**src/rtl/clock_pkg.sv**
```systemverilog
// Field widths and moduli for the digital clock datapath.
// Every time-field counter instance takes its parameters from here.
package clock_pkg;

  localparam int unsigned SEC_W    = 6;
  localparam int unsigned MOD_SEC  = 60;
  localparam int unsigned MIN_W    = 6;
  localparam int unsigned MOD_MIN  = 60;
  localparam int unsigned HR_W     = 5;
  localparam int unsigned MOD_HR24 = 24;
  localparam int unsigned MOD_HR12 = 12;
  localparam int unsigned DAY_W    = 5;
  localparam int unsigned MOD_DAY  = 31;
  localparam int unsigned MON_W    = 4;
  localparam int unsigned MOD_MON  = 12;

endpackage

```
**src/rtl/mod_counter.sv**
```systemverilog
// Modulo-N up/down counter for one time field: preset load, compare match,
// and a combinational carry/borrow so cascaded fields advance on the same edge.
module mod_counter
  import clock_pkg::*;
#(
  parameter int unsigned WIDTH     = SEC_W,
  parameter int unsigned MODULUS   = MOD_SEC,
  parameter int unsigned RESET_VAL = 0
) (
  input  logic             clk,
  input  logic             rst_n,
  input  logic             en,
  input  logic             up,
  input  logic             clear,
  input  logic             load,
  input  logic             cmp_load,
  input  logic [WIDTH-1:0] din,
  output logic [WIDTH-1:0] q,
  output logic             co,
  output logic             match,
  output logic             load_err
);

  if (MODULUS < 2 || MODULUS > (1 << WIDTH)) begin : g_bad_modulus
    $error("mod_counter: MODULUS must satisfy 2 <= MODULUS <= 2**WIDTH");
  end
  if (RESET_VAL >= MODULUS) begin : g_bad_reset_val
    $error("mod_counter: RESET_VAL must be below MODULUS");
  end

  localparam logic [WIDTH-1:0] MAX_Q = WIDTH'(MODULUS - 1);
  localparam logic [WIDTH-1:0] RST_Q = WIDTH'(RESET_VAL);
  // One extra bit so MODULUS == 2**WIDTH is representable.
  localparam logic [WIDTH:0]   MOD_X = (WIDTH + 1)'(MODULUS);

  logic [WIDTH-1:0] r_q;
  logic [WIDTH-1:0] r_cmp;
  logic             r_match;
  logic             r_load_err;

  logic [WIDTH-1:0] w_q_next;
  logic             w_din_ok;
  logic             w_at_end;
  logic             w_reject;

  assign w_din_ok = ({1'b0, din} < MOD_X);
  assign w_at_end = up ? (r_q == MAX_Q) : (r_q == '0);

  always_comb begin
    w_q_next = r_q;
    if (clear) begin
      w_q_next = '0;
    end else if (load) begin
      if (w_din_ok) w_q_next = din;
    end else if (en) begin
      if (up) w_q_next = (r_q == MAX_Q) ? '0 : r_q + WIDTH'(1);
      else    w_q_next = (r_q == '0) ? MAX_Q : r_q - WIDTH'(1);
    end
  end

  // A load masked by clear is never evaluated, so it cannot be rejected.
  assign w_reject = (load & ~clear & ~w_din_ok) | (cmp_load & ~w_din_ok);

  always_ff @(posedge clk or negedge rst_n) begin
    if (!rst_n) begin
      r_q        <= RST_Q;
      r_cmp      <= MAX_Q;
      r_match    <= 1'b0;
      r_load_err <= 1'b0;
    end else begin
      r_q        <= w_q_next;
      r_match    <= (w_q_next == r_cmp) && (w_q_next != r_q);
      r_load_err <= w_reject;
      if (cmp_load && w_din_ok) r_cmp <= din;
    end
  end

  assign q        = r_q;
  assign co       = en & ~clear & ~load & w_at_end;
  assign match    = r_match;
  assign load_err = r_load_err;

endmodule

```
**config.mk**
```make
export PLATFORM = sky130hd
export DESIGN_NAME = mod_counter
export DESIGN_NICKNAME = d
export VERILOG_FILES = /design/src/rtl/clock_pkg.sv /design/src/rtl/mod_counter.sv
export SDC_FILE = /design/constraint.sdc
export NUM_CORES = 1
export LEC_CHECK = 0
export CORE_UTILIZATION = 42
export CTS_CLUSTER_SIZE = 25
export DETAILED_ROUTE_END_ITERATION = 16
export GPL_TIMING_DRIVEN = 0
export PLACE_DENSITY = 0.72
export SLEW_MARGIN = 20
export SYNTH_ARGS = -nofsm -noshare
export SYNTH_HDL_FRONTEND = slang
export SYNTH_SLANG_ARGS = --single-unit
```
**constraint.sdc**
```tcl
create_clock -name clk -period 2.3 [get_ports clk]
set_clock_uncertainty 0.1 [all_clocks]
set_input_delay 0.345 -clock clk [delete_from_list [all_inputs] [get_ports clk]]
set_output_delay 0.345 -clock clk [all_outputs]
set_load 0.01 [all_outputs]
```
==> results.json, run 1 <==
{
  "gr-usage-met2_pct": 42.2,
  "portBuffers": 19,
  "cpPeakStageDelay_ns": 0.44,
  "die_w_um": 58.2,
  "clkTransAtPathRegs_ns": 0.09,
  "finalSetupViolCount": 2,
  "p_switching_mw": 0.296,
  "dieArea_um2": 3390,
  "power.density_nw_per_um2": 473,
  "initial_utilization_pct": 43.8,
  "syn_area_um2": 1330,
  "cp.required_ns": 2.40,
  "cts_tree": "yes",
  "grt_max_degree": 15,
  "critical_path_class": "register to register",
  "maxSlewHeadroom_pct": 55.9,
  "avgSynthCellArea_um2": 7.94,
  "violations": "setup timing",
  "routedWlPerCell_um": 16.6,
  "power_frac_comb_pct": 41.8,
  "cts_max_path_buffers": 2,
  "cp_cell_sequence": "buf_6 -> inv_1 -> ha_1 -> xnor2_2 -> o221ai_2 -> a21oi_2 -> xnor2_1 -> o2111ai_1 -> or4_1 -> nor4_2",
  "wl_um": 4060,
  "reg2reg_setup_slack_ns": -0.22,
  "n_antenna_cell": 0,
  "synth_nets": 183,
  "gr-usage-all-layers_pct": 25.5,
  "critPathTopFamily": "simple AND/OR/NAND/NOR gates",
  "drv_cap": 0,
  "remaining_drc_errors": 0,
  "peakVddDrop_uv": 406,
  "maxSlewViolCount": 0,
  "core_um2": 3030,
  "sequentialPowerShare_pct": 36.2,
  "path_max_fanout": 3,
  "final_cell_mix": "18 x clkdlybuf4s50_1, 16 x a21oi_1, 15 x nor2_1",
  "use_met3_pct": 2.90,
  "hpwlAfterDp_um": 3040,
  "muxShareOfSynthArea_pct": 3.40,
  "async_flop_share_pct": 100,
  "seq_area_frac_synth_pct": 26.9,
  "rsz0062_at_grt": "true",
  "synth_top_family_by_area": "compound AO/OA/AOI/OAI gates",
  "fin_crit_ns": 2.52,
  "ys_types": 51,
  "hold_buffers": 0,
  "cts.htree.levels": 1,
  "fin_crit_sh_pct": 109,
  "clk_latency_ns": 0.29,
  "power_leakage_nw": 0.674,
  "clkPwrFrac_pct": 22.0,
  "hold_violations": 0,
  "critPathSlowestCell": "or4_1",
  "antenna_found_initial": 0,
  "synth_xor_area_share_pct": 3.96,
  "grt_pass1_vias": 1422,
  "busiest_layer": "met2",
  "clock.fmax_mhz": 398,
  "layout.nets": 217,
  "synth_compound_area_share_pct": 28.9,
  "synth_fa_ha_area_share_pct": 2.83,
  "hp-class": "primary input to register",
  "synth_edf_count": 0,
  "dpl-instance-area_um2": 1580,
  "clock-sinks": 14,
  "crit_buf_inv": 2,
  "drtPass1Iterations": 4,
  "status": "complete, but fails checks",
  "grt-ovfl-total": 0,
  "via_count": 1476,
  "grt_pass1_wl_um": 6410,
  "die_h_um": 58.2,
  "syn-instance-count": 167,
  "cts.root.buffer_cell": "clkbuf_4",
  "synth_flop_cell": "dfrtp_1",
  "finalPower_mw": 0.829,
  "fin_area_um2": 1750,
  "yosys.area_share.simple_pct": 26.8,
  "layout_commonest_cell": "clkdlybuf4s50_1",
  "cts_buffers": 3,
  "ant_nets": 0,
  "viasPerCell": 6.05,
  "p_int_mw": 0.533,
  "final_layout_size_suffix_gt1_share_pct": 24.5,
  "dr.first_iter.drc_count": 77,
  "rows": 20,
  "ys_ff_latch": 14,
  "grtUsageMet1_pct": 31.8,
  "cp-start-kind": "register",
  "place_congestion": 0.920,
  "tightest_slew_ns": 0.660,
  "setup_ws_ns": -0.215,
  "io_pins": 22,
  "crit_arrival_ns": 2.61,
  "areaGrowthSynthToFinish_pct": 32.2,
  "num-fill-cells": 276,
  "yosysWarnings": 0,
  "critPathCaptureType": "register",
  "switching_share_pct": 35.7
}
-- cell usage after synthesis, types with 2 or more instances --
| master | n | area (µm²) |
|---|---|---|
| nand2_1 | 11 | 41.3 |
| a21oi_1 | 17 | 85.1 |
| o31a_1 | 2 | 17.5 |
| dfstp_2 | 5 | 131 |
| o21ai_0 | 9 | 45.0 |
| o21ai_1 | 2 | 10.0 |
| and4_1 | 2 | 17.5 |
| clkbuf_1 | 2 | 7.51 |
| nand3_1 | 4 | 20.0 |
| o32ai_1 | 2 | 17.5 |
| inv_1 | 10 | 37.5 |
| a31oi_1 | 4 | 25.0 |
| a21boi_0 | 2 | 15.0 |
| dfrtp_1 | 9 | 225 |
| nor3b_1 | 3 | 22.5 |
| nand4b_1 | 2 | 17.5 |
| mux2_2 | 4 | 45.0 |
| nor4b_1 | 2 | 17.5 |
| o2111ai_1 | 2 | 17.5 |
| ha_1 | 3 | 37.5 |
| nor3_1 | 8 | 40.0 |
| nor4_1 | 2 | 12.5 |
| nor4_2 | 2 | 25.0 |
| xnor2_1 | 5 | 43.8 |
| nand2b_1 | 3 | 18.8 |
| o221ai_1 | 3 | 26.3 |
| buf_2 | 7 | 35.0 |
| nor2b_1 | 2 | 12.5 |
| a211o_1 | 2 | 17.5 |
| nor2_1 | 15 | 56.3 |
-- layout make-up --
class	count	area, µm²	share of cell area (%)
multi-input cells	132	932	53.2
well taps	44	55.1	3.14
repair buffers	29	267	15.2
inverters	10	37.5	2.14
flip-flops and latches	14	358	20.4
clock buffers	4	36.3	2.07
plain buffers	11	67.6	3.85
-- flip-flops by register name, summed over array words and instances, names as in the netlist --
name / cells
r_cmp: 6
load_err: 1
q: 6
match: 1
-- cell families after synthesis --
group / count (synthesis)
AND/OR/NAND/NOR: 62
AO/OA/AOI/OAI: 57
buffers and inverters: 21
flip-flops: 14
XOR/XNOR: 6
multiplexers: 4
adder cells (fa/ha/maj): 3
-- path summary, 6_finish.rpt --
check	endpoint	from	cells after the start
min reg2reg	r_cmp[3]$_DFFE_PN1P_	r_cmp[3]$_DFFE_PN1P_	2
max reg2reg	match$_DFF_PN0_	q[1]$_DFF_PN0_	10
max in group asynchronous	q[0]$_DFF_PN0_	rst_n	1
min in group asynchronous	q[2]$_DFF_PN0_	rst_n	1
max	match$_DFF_PN0_	q[1]$_DFF_PN0_	10
min	r_cmp[3]$_DFFE_PN1P_	cmp_load	2
-- stage by stage --
stage | hold WS, ns | instances | TNS (ns) | worst slack (ns) | util (%)
3_3_place_gp | 0.420 | 230 | -1.09 | -0.690 | 52.1
4_1_cts | 0.197 | 242 | -0.228 | -0.228 | 56.4
6_report | 0.194 | 244 | -0.219 | -0.215 | 57.9
5_1_grt | 0.201 | 244 | -0.466 | -0.333 | 57.9
2_1_floorplan | -0.0506 | 167 | -0.0743 | -0.0743 | -
3_5_place_dp | 0.422 | 230 | -1.09 | -0.670 | 52.1
-- power by group through the flow --
stage	registers (mW)	clock network (mW)	logic, mW
CTS	0.298	0.188	0.329
floorplan	0.302	0	0.196
global placement	0.303	0	0.294
finish	0.300	0.183	0.346
detailed placement	0.304	0	0.297
global route	0.303	0.199	0.374
-- per-layer routing --
layer | wire length [µm] | up-vias
met5 | 0 | -
li1 | - | 708
met4 | 129 | 0
met1 | 1740 | 683
met3 | 228 | 12
met2 | 1970 | 73
-- timing repair --
| item | in CTS | in global routing |
|---|---|---|
| setup buffers | 8 | 2 |
| resized for setup | 10 | 6 |
| setup endpoints to repair | 2 | 2 |
| pin swaps | 4 | 5 |
(Power assumes the default switching activity.)
==> run 2, diff against run 1 <==
--- a/config.mk
+++ b/config.mk
@@ -8,7 +8,7 @@
 export CORE_UTILIZATION = 42
 export CTS_CLUSTER_SIZE = 25
 export DETAILED_ROUTE_END_ITERATION = 16
-export GPL_TIMING_DRIVEN = 0
+export GPL_TIMING_DRIVEN = 1
 export PLACE_DENSITY = 0.72
 export SLEW_MARGIN = 20
 export SYNTH_ARGS = -nofsm -noshare
==> run 2 against run 1 <==
Net effect:
- the flow still finishes with violations (setup timing)
- critical endpoint unchanged
- final cell count up 18%
- global-route usage rose by 4.7 points
- final area is 22% higher
- via count increased by 12%
- clock power down 20%
- sequential share of layout area is 3.6 points lower
- count of clock-buffer cells in the layout is the same
- register-to-register slack improved by 0.09 ns
- highest routed layer unchanged
- first-iteration DRC count increased by 22%
- sequential power increased by 4%
- largest power group unchanged
==> results.json, run 2 (synthesis gave the netlist of run 1 again) <==
{
  "rows": 20,
  "hp-class": "primary input to asynchronous set/reset pin",
  "n_antenna_cell": 0,
  "switching_share_pct": 35.6,
  "place_ws_ns": -0.431,
  "io_pins": 22,
  "finalSetupViolCount": 1,
  "critPathSlowestCell": "dfrtp_2",
  "cts_max_path_buffers": 2,
  "peakVddDrop_uv": 303,
  "drtPass1Iterations": 4,
  "cp-start-kind": "register",
  "fin_crit_sh_pct": 105,
  "num-fill-cells": 239,
  "cp.required_ns": 2.40,
  "fin_area_um2": 2140,
  "worstSetupStartpoint": "q[0]$_DFF_PN0_",
  "crit_buf_inv": 1,
  "die_h_um": 58.2,
  "sequentialPowerShare_pct": 35.1,
  "power_leakage_nw": 0.897,
  "via_count": 1656,
  "worst_hold_slack_ns": 0.360,
  "die_w_um": 58.2,
  "initial_utilization_pct": 43.8,
  "finalPower_mw": 0.886,
  "critPathTopFamily": "simple AND/OR/NAND/NOR gates",
  "cts_tree": "yes",
  "wl_um": 4700,
  "gr-usage-all-layers_pct": 30.2,
  "cpPeakStageDelay_ns": 0.46,
  "grt_pass1_wl_um": 7590,
  "maxSlewViolCount": 0,
  "clock.fmax_mhz": 412,
  "fin_crit_ns": 2.42,
  "cts_buffers": 3,
  "hold_violations": 0,
  "final_core_util_pct": 70.7,
  "fin_setup_tns_ns": -0.125,
  "dp.cells": 277,
  "status": "complete, but fails checks",
  "tightest_slew_ns": 0.665,
  "grt-ovfl-total": 0,
  "final_layout_size_suffix_gt1_share_pct": 40.7,
  "viasPerCell": 5.77,
  "cts.htree.levels": 1,
  "remaining_drc_errors": 0,
  "clkTransAtPathRegs_ns": 0.08,
  "critPathCaptureType": "register",
  "grt_max_degree": 15,
  "setup_ws_ns": -0.125,
  "cp_cell_sequence": "inv_4 -> ha_4 -> xnor2_2 -> o221ai_2 -> a21oi_2 -> xnor2_1 -> o2111ai_1 -> or4_1 -> nor4_2",
  "grt_pass1_vias": 1619,
  "hold_buffers": 0,
  "layout.nets": 260,
  "ant_nets": 0,
  "dpl-instance-area_um2": 1950,
  "cts.root.buffer_cell": "clkbuf_4",
  "clkPwrFrac_pct": 16.6,
  "portBuffers": 21,
  "rsz0062_at_grt": "true",
  "dr.first_iter.drc_count": 94,
  "place_congestion": 0.919,
  "final_cell_mix": "61 x buf_4, 18 x clkdlybuf4s50_1, 16 x a21oi_1",
  "clk_latency_ns": 0.28,
  "violations": "setup timing",
  "p_switching_mw": 0.316,
  "power.density_nw_per_um2": 414,
  "hpwlAfterDp_um": 3750,
  "critical_path_class": "register to register",
  "power_frac_comb_pct": 48.3,
  "p_int_mw": 0.570,
  "areaGrowthSynthToFinish_pct": 61.4,
  "reg2reg_from": "q[0]$_DFF_PN0_",
  "crit_arrival_ns": 2.52,
  "clock-sinks": 14,
  "antenna_found_initial": 0,
  "routedWlPerCell_um": 16.4,
  "path_max_fanout": 4,
  "core_um2": 3030,
  "fin_cells": 287,
  "maxSlewHeadroom_pct": 55.5,
  "drv_cap": 0,
  "dieArea_um2": 3390,
  "layout_commonest_cell": "buf_4"
}
==> run 2: cell types whose count changed in the layout (fill, tap and decap cells not counted), moves of 2 or more <==
cell,delta
inv_1,-2
ha_4,+2
buf_2,-4
dfrtp_1,-2
dfrtp_2,+2
buf_4,+50
==> run 2: final cells by class <==
type	count	area, µm²	area share, %
well taps	44	55.1	2.57
multi-input cells	132	983	45.9
flip-flops and latches	14	360	16.8
repair buffers	83	676	31.6
inverters	10	40.0	1.87
clock buffers	4	26.3	1.23
==> run 2: worst register-to-register path: cells and delay by family (launching register included) <==
kind,cells,cell delay (ns)
fa+ha+maj,1,0.21
compound gates,3,0.42
xor+xnor,2,0.33
simple gates,2,0.69
buf+inv,1,0.11
flops,1,0.46
==> run 2: worst paths after layout <==
path	end	slack, ns	cells after the start
max	match$_DFF_PN0_	-0.12	9
min	q[4]$_DFF_PN0_	0.36	1
max reg2reg	match$_DFF_PN0_	-0.12	9
min reg2reg	r_cmp[3]$_DFFE_PN1P_	0.44	2
max in group asynchronous	q[0]$_DFF_PN0_	1.27	1
min in group clk	r_cmp[3]$_DFFE_PN1P_	0.44	2
==> run 2: metal layers <==
metal,GRT usage (%),vias up,routed length [µm]
met5,0,-,0
met4,18.7,0,178
met3,1.79,17,226
met2,52.1,66,2420
met1,36.8,787,1870
li1,-,786,-
==> run 2: power by group through the flow <==
stage	logic, mW	clock network, mW	registers (mW)
after floorplan	0.196	0	0.302
after detailed placement	0.378	0	0.310
after global routing	0.459	0.159	0.314
final	0.428	0.147	0.311
after global placement	0.369	0	0.309
after CTS	0.395	0.151	0.306
==> run 2: timing repair <==
item	CTS	global route
pin swaps	4	12
resized for setup	14	16
hold endpoints to repair	0	0
setup buffers	2	4
endpoints found under the setup margin	2	2
==> run 3, diff against run 2 <==
--- a/config.mk
+++ b/config.mk
@@ -6,7 +6,7 @@
 export NUM_CORES = 1
 export LEC_CHECK = 0
 export CORE_UTILIZATION = 42
-export CTS_CLUSTER_SIZE = 25
+export CTS_CLUSTER_SIZE = 24
 export DETAILED_ROUTE_END_ITERATION = 16
 export GPL_TIMING_DRIVEN = 1
 export PLACE_DENSITY = 0.72
@@ -14,3 +14,4 @@
 export SYNTH_ARGS = -nofsm -noshare
 export SYNTH_HDL_FRONTEND = slang
 export SYNTH_SLANG_ARGS = --single-unit
+export TNS_END_PERCENT = 100
==> results of run 3 <==
Same layout as run 2: the final DEF is identical, and so are final timing and power.
